## config.mk

```make
export PLATFORM = sky130hd
export DESIGN_NAME = fifo_stream_reader
export DESIGN_NICKNAME = d
export VERILOG_FILES = /design/src/rtl/fifo_rd_pkg.sv /design/src/rtl/fifo_rd_skid.sv /design/src/rtl/fifo_stream_reader.sv
export SDC_FILE = /design/constraint.sdc
export NUM_CORES = 1
export LEC_CHECK = 0
export CAP_MARGIN = 40
export CORE_MARGIN = 5
export CORE_UTILIZATION = 48
export CTS_CLUSTER_SIZE = 24
export DETAILED_ROUTE_END_ITERATION = 8
export PLACE_DENSITY = 0.84
export SETUP_SLACK_MARGIN = 0.15
export SLEW_MARGIN = 20
export SYNTH_ARGS = -nofsm -noshare
export SYNTH_HDL_FRONTEND = slang
export SYNTH_SLANG_ARGS = --single-unit
```

## constraint.sdc

```tcl
create_clock -name clk -period 2.1 [get_ports clk]
set_input_delay 0.525 -clock clk [delete_from_list [all_inputs] [get_ports clk]]
set_output_delay 0.525 -clock clk [all_outputs]
set_load 0.05 [all_outputs]
```

## src/rtl/fifo_rd_pkg.sv

```systemverilog
// fifo_rd_pkg: shared types, defaults and helpers for the FIFO stream reader.
//   ST_RUN / ST_FLUSH : reader state encoding
//   DEF_DATA_WIDTH    : default stream/FIFO word width
//   DEF_RD_LATENCY    : default BRAM read latency (fifo_re -> fifo_q)
//   clog2()           : ceiling log2 for elaboration-time widths
package fifo_rd_pkg;

  localparam int unsigned DEF_DATA_WIDTH = 8;
  localparam int unsigned DEF_RD_LATENCY = 1;

  typedef enum logic {
    ST_RUN   = 1'b0,
    ST_FLUSH = 1'b1
  } state_e;

  function automatic int unsigned clog2(input int unsigned value);
    int unsigned res;
    res = 0;
    for (int unsigned p = 1; p < value; p = p << 1) res++;
    return res;
  endfunction

endpackage

```

## src/rtl/fifo_rd_skid.sv

```systemverilog
// fifo_rd_skid: circular skid buffer with push/pop/clear.
//   clk, rst_n : clock, synchronous active-low reset
//   clr_i      : empty the buffer (wins over push/pop)
//   push_i     : write din_i at the tail
//   pop_i      : advance the head
//   dout_o     : word at the head
//   occ_o      : number of stored words
module fifo_rd_skid
  import fifo_rd_pkg::*;
#(
  parameter int unsigned DATA_WIDTH = DEF_DATA_WIDTH,
  parameter int unsigned DEPTH      = DEF_RD_LATENCY + 1
) (
  input  logic                          clk,
  input  logic                          rst_n,
  input  logic                          clr_i,
  input  logic                          push_i,
  input  logic                          pop_i,
  input  logic [DATA_WIDTH-1:0]         din_i,
  output logic [DATA_WIDTH-1:0]         dout_o,
  output logic [clog2(DEPTH + 1)-1:0]   occ_o
);

  localparam int unsigned PTR_W = clog2(DEPTH);
  localparam int unsigned OCC_W = clog2(DEPTH + 1);

  logic [DATA_WIDTH-1:0] mem_q [DEPTH];
  logic [PTR_W-1:0]      head_q, head_d;
  logic [PTR_W-1:0]      tail_q, tail_d;
  logic [OCC_W-1:0]      occ_q, occ_d;

  // Depth need not be a power of two, so wrap by compare-and-reset.
  function automatic logic [PTR_W-1:0] ptr_inc(input logic [PTR_W-1:0] p);
    return (p == PTR_W'(DEPTH - 1)) ? '0 : p + PTR_W'(1);
  endfunction

  // Pointer and occupancy next state.
  always_comb begin
    head_d = head_q;
    tail_d = tail_q;
    occ_d  = occ_q;
    if (clr_i) begin
      head_d = '0;
      tail_d = '0;
      occ_d  = '0;
    end else begin
      if (push_i) tail_d = ptr_inc(tail_q);
      if (pop_i)  head_d = ptr_inc(head_q);
      occ_d = occ_q + OCC_W'(push_i) - OCC_W'(pop_i);
    end
  end

  // Storage and pointer registers.
  always_ff @(posedge clk) begin
    if (!rst_n) begin
      head_q <= '0;
      tail_q <= '0;
      occ_q  <= '0;
      for (int unsigned i = 0; i < DEPTH; i++) mem_q[i] <= '0;
    end else begin
      head_q <= head_d;
      tail_q <= tail_d;
      occ_q  <= occ_d;
      if (push_i && !clr_i) mem_q[tail_q] <= din_i;
    end
  end

  assign dout_o = mem_q[head_q];
  assign occ_o  = occ_q;

endmodule

```

## src/rtl/fifo_stream_reader.sv

```systemverilog
// fifo_stream_reader: drains a BRAM FIFO (re/empty/q) into a valid/ready stream,
// absorbing the fixed read latency with a credit-controlled skid buffer.
//   clk, rst_n         : clock, synchronous active-low reset
//   fifo_empty/re/q    : FIFO pop interface (q valid RD_LATENCY cycles after re)
//   flush              : discard buffered and in-flight words
//   m_valid/ready/data : output stream
//   busy               : FLUSH state or any read in flight
// Optional: FIFO_STREAM_READER_STATS_EN adds stat_words (transfers, wrapping)
// and stat_stall (m_valid & ~m_ready cycles, saturating).
module fifo_stream_reader
  import fifo_rd_pkg::*;
#(
  parameter int unsigned DATA_WIDTH = DEF_DATA_WIDTH,
  parameter int unsigned RD_LATENCY = DEF_RD_LATENCY,
  parameter int unsigned BUF_DEPTH  = RD_LATENCY + 1
) (
  input  logic                  clk,
  input  logic                  rst_n,
  input  logic                  fifo_empty,
  output logic                  fifo_re,
  input  logic [DATA_WIDTH-1:0] fifo_q,
  input  logic                  flush,
  output logic                  m_valid,
  input  logic                  m_ready,
  output logic [DATA_WIDTH-1:0] m_data,
  output logic                  busy
`ifdef FIFO_STREAM_READER_STATS_EN
  ,
  output logic [31:0]           stat_words,
  output logic [15:0]           stat_stall
`endif
);

  localparam int unsigned OCC_W = clog2(BUF_DEPTH + 1);
  localparam int unsigned INF_W = clog2(RD_LATENCY + 1);
  localparam int unsigned SUM_W = OCC_W + 1;

  state_e                state_q, state_d;
  logic [RD_LATENCY-1:0] sr_q, sr_d;
  logic                  busy_q, busy_d;
  logic [OCC_W-1:0]      occ;
  logic [INF_W-1:0]      inflight;
  logic                  pop, land, push, re_c, credit_ok;

  // Count of reads issued but not yet landed.
  always_comb begin
    inflight = '0;
    for (int unsigned i = 0; i < RD_LATENCY; i++) inflight = inflight + INF_W'(sr_q[i]);
  end

  assign pop  = m_valid & m_ready;
  assign land = sr_q[RD_LATENCY-1];

  // occ + inflight - pop < BUF_DEPTH, rearranged to avoid underflow.
  assign credit_ok = (SUM_W'(occ) + SUM_W'(inflight)) < (SUM_W'(BUF_DEPTH) + SUM_W'(pop));

  // Gated every cycle so an empty flag glitching high never pops.
  assign re_c    = rst_n & (state_q == ST_RUN) & ~flush & ~fifo_empty & credit_ok;
  assign fifo_re = re_c;

  // Words landing during a flush or in FLUSH belong to the discarded stream.
  assign push = land & (state_q == ST_RUN) & ~flush;

  assign m_valid = (occ != '0);

  // Next state for FSM, in-flight tracker and busy.
  always_comb begin
    state_d = state_q;
    sr_d    = (sr_q << 1) | RD_LATENCY'(re_c);
    case (state_q)
      ST_RUN:   if (flush && inflight != '0) state_d = ST_FLUSH;
      ST_FLUSH: if (!flush && sr_q == '0)    state_d = ST_RUN;
      default:  state_d = ST_RUN;
    endcase
    busy_d = (state_d == ST_FLUSH) | (sr_d != '0);
  end

  always_ff @(posedge clk) begin
    if (!rst_n) begin
      state_q <= ST_RUN;
      sr_q    <= '0;
      busy_q  <= 1'b0;
    end else begin
      state_q <= state_d;
      sr_q    <= sr_d;
      busy_q  <= busy_d;
    end
  end

  assign busy = busy_q;

  // A pop in the flush cycle is honoured; the clear then empties the buffer.
  fifo_rd_skid #(
    .DATA_WIDTH (DATA_WIDTH),
    .DEPTH      (BUF_DEPTH)
  ) u_skid (
    .clk    (clk),
    .rst_n  (rst_n),
    .clr_i  (flush),
    .push_i (push),
    .pop_i  (pop),
    .din_i  (fifo_q),
    .dout_o (m_data),
    .occ_o  (occ)
  );

`ifdef FIFO_STREAM_READER_STATS_EN
  logic [31:0] words_q;
  logic [15:0] stall_q;

  // Transfer and stall counters; flush does not touch them.
  always_ff @(posedge clk) begin
    if (!rst_n) begin
      words_q <= '0;
      stall_q <= '0;
    end else begin
      if (pop) words_q <= words_q + 32'd1;
      if (m_valid && !m_ready && stall_q != 16'hFFFF) stall_q <= stall_q + 16'd1;
    end
  end

  assign stat_words = words_q;
  assign stat_stall = stall_q;
`endif

endmodule

```

==> results.cfg <==
[cts]
cts_buffer_depth = 2
cts_num_sinks = 24
tritoncts = built
cts_root_buf = clkbuf_4
cts_hold_buffers = 0
cts.clk_slew.worst_paths_ns = 0.12
insertion_delay_ns = 0.30
cts_made_buffers = 3
htreeDepth = 1

[worst_setup_path]
arrival_ns = 1.56
timing.critical_path.buf_inv = 1
crit_required_ns = 1.57
crit_fanout = 5
worstReg2RegEnd = u_skid.occ_o[1]$_SDFF_PP0_
crit_type = flop to output port
crit_slowest_cell = dfxtp_4
cp_common_cell = ha_4
critPathTopFamily = simple AND/OR/NAND/NOR gates
rr_startpoint = u_skid.occ_o[0]$_SDFF_PP0_
endpoint_kind = output port
r2r_slack_ns = 0.29
ff2ff_path_depth = 10
cp_cell_sequence = ha_4 -> ha_4 -> nor4_4 -> and2_4 -> buf_12
start_kind = flop
crit_path_max_incr_delay_ns = 0.39

[detailed_routing]
vias = 726
drc_errors = 0
wl_per_cell_um = 13.77
ant_nets = 0
firstDrtPassIters = 4
routed_wl_um = 2065
drt-vias-per-instance = 4.840
initialDrtViolationCount = 7

[synthesis]
synth_top_family_by_area = simple AND/OR/NAND/NOR gates
synth_area_um2 = 1089
synth_seq_cells = 24
synthXorXnorAreaFrac_pct = 3.218
synthMuxAreaShare_pct = 8.276
synth_seq_area_share_pct = 58.85
synth-simple-area-share_pct = 18.97
postSynthAreaPerCell_um2 = 12.81
yosys.area_share.adder_pct = 4.598
yosys_warnings = 0
synth_cells = 85
synth_fp_nets = 102
synth_cell_types = 22
synth_compound_area_share_pct = 3.218

[grt]
grt_max_degree = 14
grt_pass1_wl_um = 3360
grt_pass1_vias = 770
overflow = 0
track_usage_pct = 13.46
antenna_found_initial = 0

[sta]
min_period_ns = 2.086
fmax_mhz = 479.4
slew_headroom_pct = 67.16
drv_slew = 0
min_period_over_period_pct = 99.33
setup_viol = 0
finalSetupTns_ns = 0
finalHoldViolCount = 0
worstMarginPinSlew_ns = 0.4945
clock_skew_ns = 0.002770
setup_ws_ns = 0.01407
rsz0062_at_grt = true

[die]
initial_core_util_pct = 49.69
die_w_um = 57.62
die_h_um = 57.62
rows = 17
die-area_um2 = 3320
boundaryPins = 24
core_um2 = 2191

[finish]
area_growth_pct = 37.82
final_common_cell = buf_4
instances_no_fill = 150
drive_gt1_share_pct = 35.25
nets = 140
final_area_um2 = 1500
antenna_cells = 0
final_cell_mix = buf_4 (19), and2_1 (17), edfxtp_1 (16)

[place]
postPlaceCellArea_um2 = 1426
gp_congestion = 0.6741
place_hpwl_um = 1535
numPortBuffers = 23
placed_cells = 145
pre_cts_ws_ns = -0.1297

[job]
maxCapViolCount = 0

[hold_path]
hold_class = flop to flop
worstHoldStart = u_skid.head_q$_SDFFE_PP0P_
min_to = u_skid.head_q$_SDFFE_PP0P_
holdPathStages = 2

[pwr]
irDropWorstVdd_mv = 0.3555
p_per_area_nw_per_um2 = 569.1
total_leakage_power_nw = 0.6436

[run_status]
status = finished, final reports clean
==> cell families after synthesis <==
| kind of cell | Yosys count |
|---|---|
| flops | 24 |
| buf+inv | 7 |
| mux | 8 |
| fa+ha+maj | 4 |
| compound gates | 6 |
| simple gates | 32 |
| xor+xnor | 4 |
==> how the worst max path moves through the flow <==
| stage | startpoint | end | slack (ns) | depth (start not counted) |
|---|---|---|---|---|
| after floorplan | u_skid.occ_o[0]$_SDFF_PP0_ | fifo_re | 0.19 | 4 |
| after global placement | flush | fifo_re | -0.04 | 5 |
| after detailed placement | flush | fifo_re | -0.13 | 5 |
| after CTS | m_ready | fifo_re | 0.005 | 5 |
| after global routing | land$_SDFF_PN0_ | fifo_re | -0.09 | 5 |
| final | land$_SDFF_PN0_ | fifo_re | 0.01 | 5 |
==> worst reg2reg max path: stages (launching register included) <==
cell and delay (ns):
dfxtp_2 0.36, buf_4 0.14, o21ai_0 0.19, buf_4 0.15
inv_1 0.04, ha_1 0.27, inv_1 0.06, ha_1 0.14
xor2_1 0.18, xnor2_1 0.14, nor2_1 0.05
==> layout make-up <==
cell class,instances,area [um^2]
sequential,24,646.9
inverter,5,18.77
timing repair buffer,35,312.8
clock buffer,3,22.52
clock inverter,1,3.754
multi-input combinational,54,460.4
fill,177,690.7
tap,28,35.03
==> per-stage QoR <==
stage | util [%] | hold slack (ns) | total power, mW
5_1_grt | 68.48 | 0.5864 | 0.8913
6_report | 68.48 | 0.5412 | 0.8538
4_1_cts | 67.05 | 0.5363 | 0.8614
2_1_floorplan | - | 0.4725 | 0.6009
3_3_place_gp | 65.11 | 0.4837 | 0.6636
3_5_place_dp | 65.11 | 0.5014 | 0.6685
==> synthesized netlist by cell type <==
library cell,number,area share [%]
inv_1,5,1.7
mux2_2,8,8.3
ha_1,4,4.6
and3_1,1,0.58
nor2b_1,1,0.58
buf_4,1,0.69
and2_1,18,10
buf_2,1,0.46
and3b_1,1,0.80
nand2b_1,2,1.1
nor4_2,1,1.1
xor2_1,2,1.6
dfxtp_1,8,15
xnor2_1,2,1.6
edfxtp_1,16,44
nor2_1,5,1.7
o21ai_0,4,1.8
a21o_1,1,0.69
nand2_1,1,0.34
or2_2,1,0.58
nor3b_4,1,1.7
a21boi_0,1,0.69
==> flip-flops by register name (all words and copies together) (netlist names), named ones only <==
| name | cells |
|---|---|
| u_skid.tail_q | 1 |
| state_q | 1 |
| land | 1 |
| u_skid.head_q | 1 |
| u_skid.occ_o | 2 |
| u_skid.mem_q | 16 |
| busy | 1 |
==> report_power, final <==
| group | switching, mW | internal, mW | total [mW] |
|---|---|---|---|
| Sequential | 0.00738 | 0.518 | 0.526 |
| Clock | 0.126 | 0.0692 | 0.195 |
| Combinational | 0.0715 | 0.0619 | 0.133 |
| Total | 0.204 | 0.649 | 0.854 |
==> repair_timing <==
item / CTS / global route
endpoints found under the hold margin: 0 / 0
pin swaps: 2 / 2
setup endpoints to repair: 11 / 2
buffers inserted: 0 / 1
resized for setup: 12 / 7
==> per-layer routing <==
| metal | global-route usage (%) | part of all wire (%) | up-vias |
|---|---|---|---|
| met3 | 3.341 | 6.4 | 4 |
| met4 | 3.974 | 1.5 | 0 |
| met2 | 27.42 | 56 | 19 |
| met1 | 12.89 | 36 | 340 |
| met5 | 0 | 0 | - |
| li1 | - | - | 363 |
No activity file was read; power rests on OpenSTA's default activity.
